[config.mk]
export PLATFORM = sky130hd
export DESIGN_NAME = gaussian_stats_accum
export DESIGN_NICKNAME = d
export VERILOG_FILES = /design/src/rtl/gaussian_stats_pkg.sv /design/src/rtl/gaussian_stats_lane.sv /design/src/rtl/gaussian_stats_accum.sv
export SDC_FILE = /design/constraint.sdc
export NUM_CORES = 2
export LEC_CHECK = 0
export ABC_AREA = 1
export BUFFER_PORTS_ARGS = -buffer_cell sky130_fd_sc_hd__buf_2
export CAP_MARGIN = 40
export CORE_MARGIN = 5
export CORE_UTILIZATION = 52
export CTS_CLUSTER_SIZE = 12
export DETAILED_ROUTE_END_ITERATION = 7
export MAX_ROUTING_LAYER = met4
export PLACE_DENSITY = 0.69
export SLEW_MARGIN = 20
export SYNTH_ARGS = -nofsm -noshare
export SYNTH_HDL_FRONTEND = slang
export SYNTH_SLANG_ARGS = --single-unit
[constraint.sdc]
create_clock -name clk -period 34.2 [get_ports clk]
set_input_delay 3.42 -clock clk [delete_from_list [all_inputs] [get_ports clk]]
set_output_delay 3.42 -clock clk [all_outputs]
set_load 0.02 [all_outputs]
[src/rtl/gaussian_stats_pkg.sv]
// Shared constants, FSM state type and lane extraction helper for the
// Gaussian noise statistics accumulator.
package gaussian_stats_pkg;

   localparam int SAMPLE_W = 12;
   localparam int LANE_W   = 16;
   localparam int LANES    = 8;
   localparam int SQ_W     = 23;
   localparam int TREE_W   = SAMPLE_W + 3;   // sum of 8 samples

   localparam logic signed [SAMPLE_W-1:0] MIN_INIT = 12'sh7FF;
   localparam logic signed [SAMPLE_W-1:0] MAX_INIT = 12'sh800;

   typedef enum logic [1:0] {
      ST_IDLE,
      ST_ACCUM,
      ST_DRAIN,
      ST_DONE
   } state_t;

   function automatic logic signed [SAMPLE_W-1:0] lane_sample(
      input logic [LANES*LANE_W-1:0] word,
      input int                      k
   );
      return word[LANE_W*k +: SAMPLE_W];
   endfunction

endpackage

[src/rtl/gaussian_stats_lane.sv]
// One 16b lane: sign-extends the 12b sample, squares it and folds it into
// a min/max compare chain.
module gaussian_stats_lane
   import gaussian_stats_pkg::*;
(
   input  logic signed [SAMPLE_W-1:0] sample,
   input  logic signed [SAMPLE_W-1:0] min_in,
   input  logic signed [SAMPLE_W-1:0] max_in,
   output logic signed [TREE_W-1:0]   ext,
   output logic        [SQ_W-1:0]     square,
   output logic signed [SAMPLE_W-1:0] min_out,
   output logic signed [SAMPLE_W-1:0] max_out
);

   logic [SAMPLE_W-1:0] mag;
   logic [SQ_W-1:0]     mag_w;

   assign ext = {{(TREE_W-SAMPLE_W){sample[SAMPLE_W-1]}}, sample};

   // |-2048| = 2048 still fits 12 unsigned bits, so squaring the magnitude is exact
   assign mag    = sample[SAMPLE_W-1] ? SAMPLE_W'(-sample) : SAMPLE_W'(sample);
   assign mag_w  = SQ_W'(mag);
   assign square = mag_w * mag_w;

   assign min_out = (sample < min_in) ? sample : min_in;
   assign max_out = (sample > max_in) ? sample : max_in;

endmodule

[src/rtl/gaussian_stats_accum.sv]
// Windowed sum / sum-of-squares / min / max of the 128b noise stream.
// Optional 16-bin histogram enabled by defining GAUSS_STATS_HIST_EN.
module gaussian_stats_accum
   import gaussian_stats_pkg::*;
#(
   parameter int LOG2_WORDS = 10
)(
   input  logic                              clk,
   input  logic                              rst_i,
   input  logic [LANES*LANE_W-1:0]           sim_data,
   input  logic                              valid_i,
   input  logic                              start_i,
   input  logic                              ack_i,
   output logic                              busy_o,
   output logic                              done_o,
   output logic signed [TREE_W+LOG2_WORDS-1:0] sum_o,
   output logic [SQ_W+3+LOG2_WORDS-1:0]      sumsq_o,
   output logic signed [SAMPLE_W-1:0]        min_o,
   output logic signed [SAMPLE_W-1:0]        max_o
`ifdef GAUSS_STATS_HIST_EN
   ,
   input  logic [3:0]                        hist_sel_i,
   output logic [LOG2_WORDS+3:0]             hist_cnt_o
`endif
);

   localparam int SUM_W = TREE_W + LOG2_WORDS;
   localparam int TSQ_W = SQ_W + 3;
   localparam int SQS_W = TSQ_W + LOG2_WORDS;

   state_t                  state, state_nx;
   logic [LOG2_WORDS-1:0]   count;
   logic                    accept, last, open;

   logic signed [TREE_W-1:0]   ext_c  [LANES];
   logic        [SQ_W-1:0]     sq_c   [LANES];
   logic signed [SAMPLE_W-1:0] min_ch [LANES+1];
   logic signed [SAMPLE_W-1:0] max_ch [LANES+1];
   logic [3:0]                 unused_hi [LANES];

   logic                       s1_valid;
   logic signed [TREE_W-1:0]   s1_ext [LANES];
   logic        [SQ_W-1:0]     s1_sq  [LANES];
   logic signed [SAMPLE_W-1:0] s1_min, s1_max;

   logic signed [TREE_W-1:0]   word_sum;
   logic        [TSQ_W-1:0]    word_sq;

   assign accept = (state == ST_ACCUM) && valid_i;
   assign last   = accept && (count == '0);
   assign open   = start_i && ((state == ST_IDLE) || (state == ST_DONE));

   always_ff @(posedge clk) begin
      if (rst_i) state <= ST_IDLE;
      else       state <= state_nx;
   end

   always_comb begin
      state_nx = state;
      case (state)
         ST_IDLE:  if (start_i)   state_nx = ST_ACCUM;
         ST_ACCUM: if (last)      state_nx = ST_DRAIN;
         ST_DRAIN: if (!s1_valid) state_nx = ST_DONE;
         ST_DONE: begin
            if (start_i)    state_nx = ST_ACCUM;
            else if (ack_i) state_nx = ST_IDLE;
         end
         default:           state_nx = ST_IDLE;
      endcase
   end

   always_comb begin
      busy_o = (state == ST_ACCUM) || (state == ST_DRAIN);
      done_o = (state == ST_DONE);
   end

   always_ff @(posedge clk) begin
      if (rst_i)       count <= '0;
      else if (open)   count <= '1;
      else if (accept) count <= count - 1'b1;
   end

   assign min_ch[0] = MIN_INIT;
   assign max_ch[0] = MAX_INIT;

   for (genvar k = 0; k < LANES; k++) begin : g_lane
      assign unused_hi[k] = sim_data[LANE_W*k+SAMPLE_W +: 4];
      gaussian_stats_lane u_lane (
         .sample  (lane_sample(sim_data, k)),
         .min_in  (min_ch[k]),
         .max_in  (max_ch[k]),
         .ext     (ext_c[k]),
         .square  (sq_c[k]),
         .min_out (min_ch[k+1]),
         .max_out (max_ch[k+1])
      );
   end

   always_ff @(posedge clk) begin
      if (rst_i) s1_valid <= 1'b0;
      else       s1_valid <= accept;
   end

   // NOTE: S1 data registers carry no reset; s1_valid alone qualifies them.
   always_ff @(posedge clk) begin
      if (accept) begin
         s1_ext <= ext_c;
         s1_sq  <= sq_c;
         s1_min <= min_ch[LANES];
         s1_max <= max_ch[LANES];
      end
   end

   // NOTE: blocking += is correct here; this is a combinational adder tree.
   always_comb begin
      word_sum = '0;
      word_sq  = '0;
      for (int k = 0; k < LANES; k++) begin
         word_sum += s1_ext[k];
         word_sq  += TSQ_W'(s1_sq[k]);
      end
   end

   always_ff @(posedge clk) begin
      if (rst_i || open) begin
         sum_o   <= '0;
         sumsq_o <= '0;
         min_o   <= MIN_INIT;
         max_o   <= MAX_INIT;
      end else if (s1_valid) begin
         sum_o   <= sum_o + {{LOG2_WORDS{word_sum[TREE_W-1]}}, word_sum};
         sumsq_o <= sumsq_o + SQS_W'(word_sq);
         if (s1_min < min_o) min_o <= s1_min;
         if (s1_max > max_o) max_o <= s1_max;
      end
   end

`ifdef GAUSS_STATS_HIST_EN
   localparam int HIST_W = LOG2_WORDS + 4;

   logic [HIST_W-1:0] hist    [16];
   logic [3:0]        bin_inc [16];

   // Bin index is the raw two's-complement top nibble, so bin 8 holds the most negative samples
   always_comb begin
      for (int b = 0; b < 16; b++) begin
         bin_inc[b] = '0;
         for (int k = 0; k < LANES; k++)
            if (s1_ext[k][SAMPLE_W-1:SAMPLE_W-4] == 4'(b)) bin_inc[b] += 4'd1;
      end
   end

   always_ff @(posedge clk) begin
      if (rst_i || open) begin
         for (int b = 0; b < 16; b++) hist[b] <= '0;
      end else if (s1_valid) begin
         for (int b = 0; b < 16; b++) hist[b] <= hist[b] + HIST_W'(bin_inc[b]);
      end
   end

   always_ff @(posedge clk) begin
      if (rst_i) hist_cnt_o <= '0;
      else       hist_cnt_o <= hist[hist_sel_i];
   end
`endif

endmodule
==> impl_metrics.sql <==
INSERT INTO impl_metrics (metric_group, metric, value, unit) VALUES
('drt', 'drt-pass1-iter-count', '6', ''),
('setup_path', 'worst-path-max-fanout', '22', ''),
('floorplan', 'design.die.area', '115000', 'um2'),
('drt', 'wire_per_inst', '18.1', 'um'),
('cts', 'holdBufCountCts', '0', ''),
('timing', 'timing_worst_slew_pin_value', '0.861', 'ns'),
('logic_synthesis', 'number_of_enable_type_register_cells_in_the_synthesized_netlist', '288', ''),
('global_routing', 'global_route_wire_length_before_repair', '236000', 'um'),
('cts', 'root_buffer', 'sky130_fd_sc_hd__clkbuf_16', ''),
('setup_path', 'timing.critical_path.required', '34.57', 'ns'),
('cts', 'htreeDepth', '2', ''),
('placed_design', 'place.port_buffers', '187', ''),
('floorplan', 'die_height', '340', 'um'),
('timing', 'relSlewSlack', '42.5', '%'),
('logic_synthesis', 'post_synth_inst_count', '6480', ''),
('setup_path', 'critical-path-top-cell-by-count', 'sky130_fd_sc_hd__nand2_1', ''),
('layout', 'layout.cell_area.non_filler', '60900', 'um2'),
('layout', 'number_of_nets_in_the_finished_design', '8367', ''),
('logic_synthesis', 'yosys_warnings', '0', ''),
('global_routing', 'largest_net_degree_at_the_start_of_global_routing', '88', ''),
('cts', 'clock_pin_slew_worst_setup_and_hold_paths', '0.07', 'ns'),
('floorplan', 'die_w', '340', 'um'),
('timing', 'timing.final.setup_violations', '0', ''),
('timing', 'max_clock_freq', '58.0', 'MHz'),
('layout', 'filler_cell_count', '9842', ''),
('timing', 'hold_violations', '0', ''),
('timing', 'fin_setup_tns', '0', 'ns'),
('timing', 'grt_setup_unrepaired', 'false', ''),
('cts', 'clock_tree.buffer_depth', '3', ''),
('layout', 'synthToLayoutAreaGrowth', '7.60', '%'),
('drt', 'drc_errors', '0', ''),
('timing', 'fin_crit_sh', '50.4', '%'),
('global_routing', 'vias_in_the_first_global_route', '43300', ''),
('logic_synthesis', 'synth.ff_latch_count', '386', ''),
('logic_synthesis', 'async_reset_ff_share', '0', '%'),
('floorplan', 'core_region_area', '108000', 'um2'),
('setup_path', 'setup.worst_path.class', 'in2reg', ''),
('floorplan', 'starting_density_of_the_core', '52.2', '%'),
('logic_synthesis', 'synth.yosys.seq_area_share', '18.8', '%'),
('timing', 'finalCriticalPeriod', '17.25', 'ns'),
('global_routing', 'globalRouteOverflowTotal', '0', ''),
('cts', 'cts_tree', 'built', ''),
('global_routing', 'grt_antenna_before_repair', '11', ''),
('drt', 'route.final.wire_length', '148000', 'um'),
('logic_synthesis', 'synthDominantAreaCellType', 'sky130_fd_sc_hd__fa_1', ''),
('drt', 'final_antenna_net_count', '0', ''),
('logic_synthesis', 'most_common_cell_in_the_netlist', 'sky130_fd_sc_hd__inv_1', ''),
('setup_path', 'critPathLaunchType', 'input port', ''),
('placed_design', 'routability_congestion', '0.940', ''),
('logic_synthesis', 'mappedNetlistArea', '56600', 'um2'),
('floorplan', 'io_pins', '220', ''),
('setup_path', 'cell_with_the_largest_stage_delay_on_the_worst_path', 'sky130_fd_sc_hd__o21ai_0', ''),
('placed_design', 'placedInstanceArea', '59200', 'um2'),
('flow_run', 'maxCapViolCount', '0', ''),
('cts', 'post_cts_resized', '0', ''),
('worst_hold_path', 'min_path_type', 'reg2reg', ''),
('logic_synthesis', 'synth-main-ff-cell', 'sky130_fd_sc_hd__edfxtp_1', ''),
('drt', 'detailroute.via_count', '42500', ''),
('drt', 'routed_via_density', '5.22', ''),
('logic_synthesis', 'synth.top_cell.area_share', '30.3', '%'),
('logic_synthesis', 'post_synth_num_cell_types', '49', ''),
('logic_synthesis', 'yosys-top-cells-area', 'sky130_fd_sc_hd__fa_1, sky130_fd_sc_hd__ha_1, sky130_fd_sc_hd__edfxtp_1', ''),
('setup_path', 'crit_arrival', '17.62', 'ns'),
('timing', 'finalMaxSlewViolations', '0', ''),
('cts', 'clk_latency', '0.64', 'ns'),
('logic_synthesis', 'syn-mean-instance-area', '8.73', 'um2'),
('cts', 'postCtsSetupRepairBufs', '0', ''),
('floorplan', 'rows', '121', ''),
('placed_design', 'dp_hpwl', '126000', 'um'),
('global_routing', 'global_route.usage.total', '26.8', '%'),
('timing', 'finClkSkew', '0.0316', 'ns'),
('cts', 'inserted_clock_buffers', '47', ''),
('drt', 'first_iter_violations', '3404', ''),
('layout', 'drive_above_1_share', '5.00', '%'),
('logic_synthesis', 'ys_top_cells_by_count', 'sky130_fd_sc_hd__inv_1, sky130_fd_sc_hd__nand2_1, sky130_fd_sc_hd__fa_1, sky130_fd_sc_hd__ha_1, sky130_fd_sc_hd__nor2_1', ''),
('outcome', 'status', 'complete, no violations', ''),
('cts', 'clock_sink_count', '386', ''),
('setup_path', 'end_kind', 'flip-flop', ''),
('setup_path', 'critical_path.max_stage_delay', '0.66', 'ns');
-- path summary, 6_finish.rpt --
check             slack [ns]    startpoint  cells past startpoint          end
setup / recovery       16.95  sim_data[11]                     74    s1_min[7]
hold / removal          0.45   sumsq_o[35]                      1  sumsq_o[35]
setup reg to reg       26.71     s1_sq[48]                     36  sumsq_o[34]
hold reg to reg         0.45   sumsq_o[35]                      1  sumsq_o[35]
-- routing by layer --
layer / global-route usage (%) / wire length (um) / vias up
met4: 9.41 / 6410 / 0
li1: - / - / 20400
met3: 4.20 / 9870 / 247
met5: - / 0 / -
met1: 34.4 / 61600 / 20700
met2: 43.6 / 69700 / 1245
-- worst max-delay path, delay by kind of cell --
family                     cells  cell delay (ns)
AOI/OAI and AO/OA             22             5.54
adders and majority gates      7             2.38
buffers and inverters          7             1.03
and+or+nand+nor               38             5.22
-- layout by cell type (no fill, tap or decap), types with 27 or more instances in the layout --
| master | synthesis | routed |
|---|---|---|
| sky130_fd_sc_hd__conb_1 | 2 | 60 |
| sky130_fd_sc_hd__nand3_1 | 196 | 196 |
| sky130_fd_sc_hd__inv_1 | 1587 | 1584 |
| sky130_fd_sc_hd__xor2_1 | 171 | 171 |
| sky130_fd_sc_hd__a21oi_1 | 312 | 312 |
| sky130_fd_sc_hd__fa_1 | 856 | 856 |
| sky130_fd_sc_hd__or2_2 | 27 | 27 |
| sky130_fd_sc_hd__o21ai_0 | 300 | 300 |
| sky130_fd_sc_hd__xnor2_1 | 77 | 77 |
| sky130_fd_sc_hd__nor3_1 | 44 | 44 |
| sky130_fd_sc_hd__o21bai_1 | 28 | 28 |
| sky130_fd_sc_hd__nand4_1 | 32 | 32 |
| sky130_fd_sc_hd__ha_1 | 695 | 695 |
| sky130_fd_sc_hd__nand2_1 | 879 | 879 |
| sky130_fd_sc_hd__dfxtp_1 | 98 | 97 |
| sky130_fd_sc_hd__edfxtp_1 | 288 | 288 |
| sky130_fd_sc_hd__buf_2 | 2 | 187 |
| sky130_fd_sc_hd__nor2_1 | 627 | 626 |
| sky130_fd_sc_hd__clkbuf_16 | 0 | 48 |
-- layout make-up --
type / count / area (um2) / share of cell area, %
Clock buffer: 59 / 1260 / 2.07
Antenna cell: 15 / 37.5 / 0.0617
Clock inverter: 26 / 307 / 0.504
Sequential cell: 386 / 10600 / 17.4
Inverter: 1613 / 6060 / 9.96
Timing Repair Buffer: 198 / 1090 / 1.79
Tap cell: 1414 / 1770 / 2.91
Multi-Input combinational cell: 4437 / 39700 / 65.3
-- sequential cells by signal, summed over array words and instances, names as in the netlist, 10 cells and up --
name / flops
s1_min: 12
max_o: 12
s1_ext: 96
s1_sq: 168
count: 10
sumsq_o: 36
min_o: 12
s1_max: 12
sum_o: 25
-- logic make-up after synthesis --
| family | synth area share, % |
|---|---|
| buf+inv | 11.4 |
| xor+xnor | 3.84 |
| simple gates | 13.4 |
| fa+ha+maj | 45.7 |
| compound gates | 6.89 |
| other cells | 0.0133 |
| flops | 18.8 |
-- through the flow --
stage | hold slack, ns | std cells | worst slack [ns] | utilization [%]
CTS | 0.448 | 8131 | 17.32 | 56.1
global placement | 0.433 | 8043 | 16.91 | 54.6
finish | 0.449 | 8148 | 16.95 | 56.1
detailed placement | 0.437 | 8046 | 16.66 | 54.6
global route | 0.481 | 8141 | 15.42 | 56.1
floorplan | 0.465 | 6538 | 19.25 | -
Power is not shown: default switching activity piles up to over one toggle a cycle in this logic, so the estimate is an artifact.
